--- config.mk ---
export PLATFORM = sky130hd
export DESIGN_NAME = corescore_reset_seq
export DESIGN_NICKNAME = d
export VERILOG_FILES = /design/src/rtl/corescore_reset_seq.sv
export SDC_FILE = /design/constraint.sdc
export NUM_CORES = 1
export LEC_CHECK = 0
export ABC_CLOCK_PERIOD_IN_PS = 3500
export CELL_PAD_IN_SITES_DETAIL_PLACEMENT = 2
export CELL_PAD_IN_SITES_GLOBAL_PLACEMENT = 2
export CORE_ASPECT_RATIO = 0.8
export CORE_UTILIZATION = 38
export CTS_CLUSTER_DIAMETER = 80
export CTS_CLUSTER_SIZE = 16
export DETAILED_ROUTE_END_ITERATION = 8
export HOLD_SLACK_MARGIN = 0.15
export PLACE_DENSITY_LB_ADDON = 0.1
export SLEW_MARGIN = 20
export SYNTH_ARGS = -nofsm -noshare
export SYNTH_HDL_FRONTEND = slang
export SYNTH_SLANG_ARGS = --single-unit
--- constraint.sdc ---
create_clock -name i_clk -period 3.5 [get_ports i_clk]
set_input_delay 0.875 -clock i_clk [delete_from_list [all_inputs] [get_ports i_clk]]
set_output_delay 0.875 -clock i_clk [all_outputs]
set_load 0.01 [all_outputs]
--- src/rtl/corescore_reset_seq.sv ---
// Staggered reset sequencer for the core array: synchronises the lock-derived reset, holds, then
// releases STAGES groups STAGE_GAP cycles apart. `define CORESCORE_RST_WDOG_EN adds the watchdog.
module corescore_reset_seq #(
    parameter int HOLD_CYCLES = 16,
    parameter int STAGES      = 4,
    parameter int STAGE_GAP   = 8,
    parameter int WDOG_W      = 24
) (
    input  logic              i_clk,
    input  logic              i_rst_n,
    input  logic              i_soft_rst,
    input  logic              i_kick,
    output logic              o_rst,
    output logic [STAGES-1:0] o_stage_rst,
    output logic              o_done,
    output logic              o_wdog_fired
);

    localparam int HOLD_W = $clog2(HOLD_CYCLES + 1);
    localparam int GAP_W  = $clog2(STAGE_GAP + 1);
    localparam int IDX_W  = $clog2(STAGES + 1);

    localparam logic [HOLD_W-1:0] HOLD_LAST = HOLD_W'(HOLD_CYCLES - 1);
    localparam logic [GAP_W-1:0]  GAP_LAST  = GAP_W'(STAGE_GAP - 1);
    localparam logic [IDX_W-1:0]  IDX_END   = IDX_W'(STAGES);

    typedef enum logic [1:0] {
        ST_ASSERT,
        ST_HOLD,
        ST_STAGGER,
        ST_RUN
    } state_t;

    state_t             state_q, state_d;
    logic [HOLD_W-1:0]  hold_cnt_q, hold_cnt_d;
    logic [GAP_W-1:0]   gap_cnt_q, gap_cnt_d;
    logic [IDX_W-1:0]   idx_q, idx_d;
    logic [STAGES-1:0]  stage_q, stage_d;
    logic               done_q, done_d;
    logic [1:0]         sync_q;
    logic               sync_n;
    logic               wdog_expired;

    // Two-flop release synchroniser; assertion stays asynchronous through the flop resets.
    always_ff @(posedge i_clk or negedge i_rst_n) begin
        if (!i_rst_n) begin
            sync_q <= 2'b00;
        end else begin
            sync_q <= {sync_q[0], 1'b1};
        end
    end

    assign sync_n = sync_q[1];

`ifdef CORESCORE_RST_WDOG_EN
    logic [WDOG_W-1:0] wdog_q, wdog_d;
    logic              fired_q;

    // A kick on the terminal count still rescues the core.
    assign wdog_expired = (state_q == ST_RUN) && !i_kick && (wdog_q == '1);

    always_comb begin
        wdog_d = '0;
        if (state_q == ST_RUN && state_d == ST_RUN && !i_kick) begin
            wdog_d = wdog_q + WDOG_W'(1);
        end
    end

    always_ff @(posedge i_clk or negedge i_rst_n) begin
        if (!i_rst_n) begin
            wdog_q  <= '0;
            fired_q <= 1'b0;
        end else begin
            wdog_q  <= wdog_d;
            fired_q <= fired_q | (wdog_expired & ~i_soft_rst);
        end
    end

    assign o_wdog_fired = fired_q;
`else
    logic [WDOG_W-1:0] wdog_unused;

    assign wdog_unused  = {WDOG_W{i_kick}};
    assign wdog_expired = 1'b0;
    assign o_wdog_fired = 1'b0;
`endif

    always_comb begin
        // NOTE: every comb output gets a default first so no path through the case infers a latch.
        state_d    = state_q;
        hold_cnt_d = hold_cnt_q;
        gap_cnt_d  = gap_cnt_q;
        idx_d      = idx_q;

        case (state_q)
            ST_ASSERT: begin
                if (sync_n) begin
                    // The entry edge is the first of the HOLD_CYCLES hold edges.
                    if (HOLD_CYCLES == 1) begin
                        state_d   = ST_STAGGER;
                        idx_d     = IDX_W'(1);
                        gap_cnt_d = '0;
                    end else begin
                        state_d    = ST_HOLD;
                        hold_cnt_d = HOLD_W'(1);
                    end
                end
            end
            ST_HOLD: begin
                if (hold_cnt_q == HOLD_LAST) begin
                    state_d   = ST_STAGGER;
                    idx_d     = IDX_W'(1);
                    gap_cnt_d = '0;
                end else begin
                    hold_cnt_d = hold_cnt_q + HOLD_W'(1);
                end
            end
            ST_STAGGER: begin
                // idx is the lowest group still held in reset.
                if (idx_q == IDX_END) begin
                    state_d = ST_RUN;
                end else if (gap_cnt_q == GAP_LAST) begin
                    idx_d     = idx_q + IDX_W'(1);
                    gap_cnt_d = '0;
                end else begin
                    gap_cnt_d = gap_cnt_q + GAP_W'(1);
                end
            end
            ST_RUN: begin
                if (wdog_expired) begin
                    state_d = ST_ASSERT;
                end
            end
            default: state_d = ST_ASSERT;
        endcase

        if (i_soft_rst) begin
            state_d = ST_ASSERT;
        end

        if (state_d == ST_ASSERT) begin
            hold_cnt_d = '0;
            gap_cnt_d  = '0;
            idx_d      = '0;
        end
    end

    // Outputs decode from the next state so they are registered yet change on the same edge.
    always_comb begin
        stage_d = '1;
        done_d  = 1'b0;
        case (state_d)
            ST_STAGGER: begin
                for (int k = 0; k < STAGES; k++) begin
                    stage_d[k] = (IDX_W'(k) >= idx_d);
                end
            end
            ST_RUN: begin
                stage_d = '0;
                done_d  = 1'b1;
            end
            default: ;
        endcase
    end

    // NOTE: all sequential state uses non-blocking assignments so every flop samples pre-edge values.
    always_ff @(posedge i_clk or negedge i_rst_n) begin
        if (!i_rst_n) begin
            state_q    <= ST_ASSERT;
            hold_cnt_q <= '0;
            gap_cnt_q  <= '0;
            idx_q      <= '0;
            stage_q    <= '1;
            done_q     <= 1'b0;
        end else begin
            state_q    <= state_d;
            hold_cnt_q <= hold_cnt_d;
            gap_cnt_q  <= gap_cnt_d;
            idx_q      <= idx_d;
            stage_q    <= stage_d;
            done_q     <= done_d;
        end
    end

    assign o_stage_rst = stage_q;
    assign o_rst       = stage_q[0];
    assign o_done      = done_q;

endmodule

==> results of run 1 <==
-- cell families (layout without fill, tap and decap cells) --
family,Yosys count,after routing,synth area share [%]
AO/OA/AOI/OAI,31,31,15.85
XOR/XNOR,1,1,0.7159
adder cells (fa/ha/maj),10,10,10.22
buffers and inverters,13,21,5.419
flip-flops,21,21,43.35
multiplexers,3,3,2.454
other,2,2,0.6137
AND/OR/NAND/NOR,51,51,21.37
-- metrics by stage --
| stage | cell area [um2] | setup slack (ns) |
|---|---|---|
| 3_5_place_dp | 1325 | 1.310 |
| 6_report | 1370 | 1.286 |
| 5_1_grt | 1370 | 1.056 |
| 4_1_cts | 1370 | 1.268 |
| 2_1_floorplan | 1224 | 1.692 |
| 3_3_place_gp | 1325 | 1.429 |
-- layout make-up --
| cell class | instances | area (um2) |
|---|---|---|
| Clock buffer | 4 | 45.04 |
| Fill cell | 334 | 1715 |
| Multi-Input combinational cell | 98 | 626.9 |
| Inverter | 8 | 30.03 |
| Timing Repair Buffer | 9 | 87.58 |
| Sequential cell | 21 | 530.5 |
| Tap cell | 40 | 50.05 |
-- worst paths after layout --
check                                    start  cells after the start              to
worst max-delay path            o_stage_rst[0]                      1  o_stage_rst[0]
worst min-delay path                 sync_q[0]                      0       sync_q[1]
worst max register to register      state_q[0]                      7    gap_cnt_q[3]
worst min register to register       sync_q[0]                      0       sync_q[1]
max in group asynchronous              i_rst_n                      1   hold_cnt_q[0]
min in group asynchronous              i_rst_n                      1    gap_cnt_q[2]
-- state kept, by name, summed over array words and instances, names as in the netlist --
signal,count
o_done,1
sync_q,2
gap_cnt_q,4
idx_q,3
o_stage_rst,4
hold_cnt_q,5
state_q,2
-- routing by layer --
layer | up-vias | share of wire, % | routed length (um)
li1 | 467 | - | -
met1 | 491 | 49 | 1600
met2 | 14 | 47 | 1545
met3 | 2 | 3.3 | 108
met4 | 0 | 0.79 | 26
met5 | - | 0 | 0
-- cells in the mapped netlist, drive strengths merged, types with 2 or more instances --
master and number:
a21oi 14, a31oi 2, and2 2, and3 3
and3b 2, buf 5, conb 2, dfrtp 17
dfstp 4, ha 10, inv 8, mux2i 3
nand2 15, nand2b 2, nand3 4, nor2 12
nor2b 2, nor3 3, o21ai 8, o21bai 2
-- power groups by stage --
stage | clock network, mW | registers [mW] | logic, mW
6_report | 0.164 | 0.296 | 0.356
5_1_grt | 0.178 | 0.299 | 0.397
4_1_cts | 0.170 | 0.295 | 0.359
3_5_place_dp | 0 | 0.300 | 0.351
3_3_place_gp | 0 | 0.297 | 0.332
2_1_floorplan | 0 | 0.296 | 0.245
==> impl.org, run 1 <==
** Final layout
- From synthesis to final layout, the design area changed by 11.96%.
- Layout cell share with drive strength beyond 1 :: 9.286%
- Most frequent cells in the layout :: dfrtp_1, nand2_1, a21oi_1, nor2_1, ha_1
- Leaving out fill and tap cells, the most frequent cell in the layout is dfrtp_1.
- Antenna cells :: 0
- After the last flow step, the layout net total stands at 155.
- Number of non-filler instances in the completed layout :: 180
- Cells fill 44.40% of the core in the end.

** Synth
- Fraction of synthesis flops using an asynchronous set or reset pin :: 100.0%
- Portion of the post-synthesis area used by sequential elements :: 43.35%
- EDFF count, synth :: 0
- In the synthesized netlist the dominant register cell turns out to be dfrtp_1.
- Top cell type's share of synthesized area :: 34.76%
- Each instance of the synthesized netlist takes up on average 9.270 um2.
- The number of nets in the synthesized netlist is 146.
- Cell type with the largest total area after synthesis :: dfrtp_1
- Yosys mapped the design onto 36 distinct sky130hd cell types.
- Post-Synthesis Cell Area :: 1224 um2
- By area the synthesized netlist is led by dfrtp_1, ha_1, dfstp_2.
- During synthesis, Yosys emitted a total of 0 warnings.
- Counting flops and latches in the post-synthesis netlist gives 21.
- Synthesis produced 132 cells.

** Global routing
- Overall fraction of global-route tracks in use :: 22.20%
- For met3 alone, demand over resource in global routing was 4.130%.
- The number of global-route vias before repair was 1042.
- Global routing consumed, on the met1 layer, 30.28% of the routing resources.
- The first global-routing pass estimated 5402 um of wire.
- Number of antenna violations at the first check in global routing :: 0
- For this run, global-route usage on met2 was measured as 36.25%.
- The global routing stage identified its most utilized layer as met2.
- Pin count of the biggest net entering global routing :: 22
- Summed over all layers, the global routing overflow is 0.

** Pwr
- Leakage :: 0.6070 nW
- Combinational logic burns 43.7% of the power.
- Power per cell area :: 595.4 nW/um2
- Total power for the finished layout comes to 0.8157 mW.
- The worst-case IR drop observed on VDD is 0.2771 mV.
- Switching power of the nets :: 0.3452 mW
- In this run, the clock network consumes 20.1% of the power.
- Registers are responsible for 36.3% of the overall power.
- Net switching is 42.32% of the power.
- The internal portion of the total power is 0.4705 mW.

** Placed design
- Number of cells in the design after placement :: 176
- Detailed placement ended at an HPWL of 2368 um.
- Port buffering added 8 buffers.
- Global placement routability congestion :: 0.8131

** Route
- Average detailed-routed wire length per instance :: 18.23 um
- Ratio of routed vias to standard cells :: 5.411
- Summed over all layers, the routed wires come to 3281 um.
- Iter 0 DRT Violations :: 34
- The pre-antenna-repair detailed-routing pass consisted of 4 iterations.
- Post-route DRC violation count :: 0
- Detailed routing inserted a total of 974 vias.
- The count of nets left with antenna violations once routing finished came out at 0.

** Worst setup path
- Sequence of cells on the critical path :: clkdlybuf4s50_1
- For this run, the slowest stage of the critical path takes 0.54 ns.
- Critical path type :: reg2out
- Family with the most delay on the worst path :: buffers and inverters
- For the worst setup path, the data arrival time is 1.34 ns.
- Sort of element at the end of the critical path :: output pin
- Data on the critical path is required at its endpoint by 2.62 ns.
- Counting both buffers and inverters, the worst setup path holds a total of 1.
- Worst-path cell with the longest stage delay :: clkdlybuf4s50_1
- In this run the worst path has a maximum fanout of 2.
- FF-to-FF setup slack :: 1.31 ns
- STA classifies the critical path startpoint as a flip-flop.

** Die
- The floorplan step set the die width to 65.45 um.
- The die covers 3453 um2.
- Measured along the y axis, the die boundary spans 52.76 um.
- Core region area :: 3085 um2
- During I/O placement, the number of pins put on the boundary was 11.
- The initial utilization of the core area, before any placement, comes to 39.66%.
- Number of rows in the core area :: 18

** Job
- Max-cap check violation count :: 0

** Clock tree
- CTS saw 21 sinks.
- The tree is rooted in a clkbuf_8.
- Clock-pin slew reported for the worst setup and hold paths after clock tree synthesis :: 0.08 ns
- In this run the number of H-tree levels came out at 1.
- Clock insertion delay at the later pin of the skew report :: 0.27 ns
- Buffers from clock root to sink, at most :: 2
- After clock tree synthesis, the setup repair step added 0 buffers.
- Clock tree from TritonCTS :: yes
- TritonCTS Buffers :: 3
- Buffers inserted to repair hold after CTS numbered 0.
- In this run, post-CTS repair resized a total of 0 instances.

** Timing
- The number of failing hold endpoints at the final stage came to 0.
- Count of final max-slew check failures :: 0
- In the finished design, the share of the clock period the worst path needs comes to 63.26%.
- Setup repair after global routing missed its margin :: no
- Peak Freq :: 451.6 MHz
- The worst path in the final design needs a cycle of 2.214 ns, including I/O delays and setup.
- Final setup TNS :: 0 ns
- Final Setup Violations :: 0
- Worst slew slack as a fraction of its limit :: 36.11%
- Final setup skew :: 0.008650 ns
- Final-layout worst hold slack :: 0.3561 ns
- Slew at the pin closest to its max-slew limit :: 0.9554 ns

** Status
- Status :: complete, no violations

** Worst hold path
- The tightest min-delay check is of the reg2reg type.
(Power assumes the default switching activity.)
==> run 2, diff against run 1 <==
Settings changed: ABC_CLOCK_PERIOD_IN_PS 3500 to 2000, CORE_UTILIZATION 38 to 32.
Clock period 3.5 ns to 2 ns, I/O delays scaled along.
==> impl.org, run 2 (synthesis gave the netlist of run 1 again) <==
** Status
- Status :: complete, no violations

** Die
- Number of I/O pins :: 11
- Initial Utilization :: 34.55%
- The die covers 4077 um2.
- Number of rows in the core area :: 19
- The total area inside the core boundary comes to 3542 um2.
- Die outline width :: 71.14 um
- The die is 57.31 um tall.

** Final layout
- Ranked by flip-flop count, first place goes to hold_cnt_q.
- The register with the most flip-flops in the layout has 5 of them.
- The library cell used most frequently in the layout, excluding fill and tap cells, is dfrtp_1.
- Area growth syn-to-layout :: 24.64%
- Fill cells in the final layout number 403.
- Of the cells placed in the final design, the portion with a size suffix greater than 1 is 22.88%.
- For this run, the post-layout net count is 168.
- Cells fill 43.06% of the core in the end.
- Most frequent cells in the layout :: dfrtp_1, buf_4, a21oi_1, nand2_1, nor2_1
- Antenna cells :: 0

** Global routing
- The number of antenna violations at the first check in global routing came to 0.
- Grt ovf :: 0
- Via count of the first global-routing pass :: 1173
- Across every metal layer, demand over resource in global routing totals 18.14%.
- Global-route wire length before repair :: 5809 um
- Entering global routing, the biggest net connects 12 pins.

** Clock tree
- Buffers from clock root to sink, at most :: 2
- Setup Fix Bufs, Post-CTS :: 0
- CTS saw 21 sinks.
- The tree is rooted in a clkbuf_8.
- For the worst-skew pair, the clock arrives at the later sink with an insertion delay of 0.25 ns.
- TritonCTS Buffers :: 3
- Clock tree from TritonCTS :: yes
- Number of H-tree branching levels :: 1
- After clock tree synthesis, the clock-pin slew on the worst setup and hold paths is 0.07 ns.

** Timing
- Final-layout worst hold slack :: 0.3590 ns
- The number of failing hold endpoints at the final stage was 0.
- Fraction of the cycle the final worst path needs :: 97.25%
- Final worst path period need :: 1.945 ns
- The number of slew-limit violations in the final report came to 0.
- On the final layout, the worst clock skew is 0.003452 ns.
- Setup violations remaining at the end of the flow were counted as 0.
- Derived from the worst setup path, the maximum achievable clock frequency is 514.1 MHz.

** Placed design
- Sum of net half-perimeters after detailed placement :: 2569 um
- The congestion estimate from routability-driven global placement came to 0.8163.
- Port-buffer cells :: 8

** Worst setup path
- Startpoint Class :: flip-flop
- Worst-case reg-to-reg path depth :: 7
- Endpoint of the worst-slack reg-to-reg timing path :: o_stage_rst[0]
- FF-to-FF setup slack :: 0.06 ns
- Critical path type :: reg2reg
- Required arrival time at the worst endpoint :: 2.18 ns
- Data arrives at the worst endpoint at 2.13 ns.
- Largest fanout on the critical path :: 4
- Worst reg2reg startpoint :: state_q[1]
- Sort of element at the end of the critical path :: flip-flop

** Route
- Number of vias in the routed layout :: 1014
- In this run the remaining antenna-violating nets after routing total 0.
- Before antenna repair, the detailed router went through 4 iterations.
- Dividing the detail-routed via count by the number of cells gives 5.200.
- In the routed design, unresolved DRC markers number 0.
- Average detailed-routed wire length per instance :: 16.88 um
- Iter 0 DRT Violations :: 21
- Routed WL :: 3292 um

** Pwr
- Leakage :: 0.6724 nW
- In this run the power density over the cells is 1045 nW/um2.
- Across the VDD grid, the largest voltage drop is 0.4673 mV.

** Worst hold path
- Min-Delay Path Depth :: 0
- The worst hold path terminates at sync_q[1].
- Hold Startpoint :: sync_q[0]
- HP Class :: reg2reg

** Job
- Max-cap check violation count :: 0
==> run 2: changes by cell type in the layout (fill, tap and decap cells not counted), moves of 2 or more <==
cell / delta
buf_4: +13
ha_1: -4
ha_2: +2
ha_4: +2
nand2_1: -2
nand2_2: +2
o21ai_1: -2
o21ai_2: +2
==> run 2: worst max-delay path: stages (launching register included) <==
cell and delay, ns:
dfrtp_1 0.42, inv_1 0.17, ha_4 0.24, and3b_1 0.18
and3_1 0.20, a211oi_4 0.33, nand2_2 0.14, o21ai_2 0.19
==> run 2: metal layers <==
layer / routed length, um / GRT usage [%]
met1: 1745 / 26.76
met2: 1475 / 29.12
met3: 57 / 2.120
met4: 14 / 3.429
met5: 0 / 0
==> run 2: worst max path at each step <==
stage,startpoint,endpoint
finish,state_q[1],o_stage_rst[0]
global route,hold_cnt_q[0],o_stage_rst[0]
CTS,hold_cnt_q[0],o_stage_rst[0]
detailed placement,hold_cnt_q[0],o_stage_rst[0]
global placement,hold_cnt_q[0],idx_q[2]
floorplan,hold_cnt_q[0],hold_cnt_q[3]
==> run 2: where the power goes <==
part           switching [mW]  internal [mW]
logic                   0.469          0.347
registers              0.0335          0.476
clock network           0.128          0.141
total                   0.631          0.964
==> run 2: cell type report <==
type / count / area [um2] / share of cell area (%)
Tap cell: 42 / 52.55 / 3.445
Clock buffer: 4 / 45.04 / 2.953
Multi-Input combinational cell: 98 / 681.9 / 44.71
Timing Repair Buffer: 22 / 185.2 / 12.14
Sequential cell: 21 / 530.5 / 34.78
Inverter: 8 / 30.03 / 1.969
==> run 2: timing repair <==
action | 4_1_cts | 5_1_grt
endpoints found under the setup margin | 8 | 14
resized for setup | 3 | 9
hold buffers | 0 | 0
pin swaps | 1 | 3
==> run 2: metrics by stage <==
stage                     std cells  area (um2)  setup WS [ns]  TNS [ns]  total power, mW
after CTS                       195        1490        0.01096         0            1.539
after floorplan                 132        1224         0.1922         0           0.9477
after detailed placement        191        1425       -0.01641  -0.04777            1.250
after global routing            195        1525       -0.06320   -0.1424            1.702
final                           195        1525        0.05500         0            1.594
after global placement          191        1425        0.01067         0            1.222
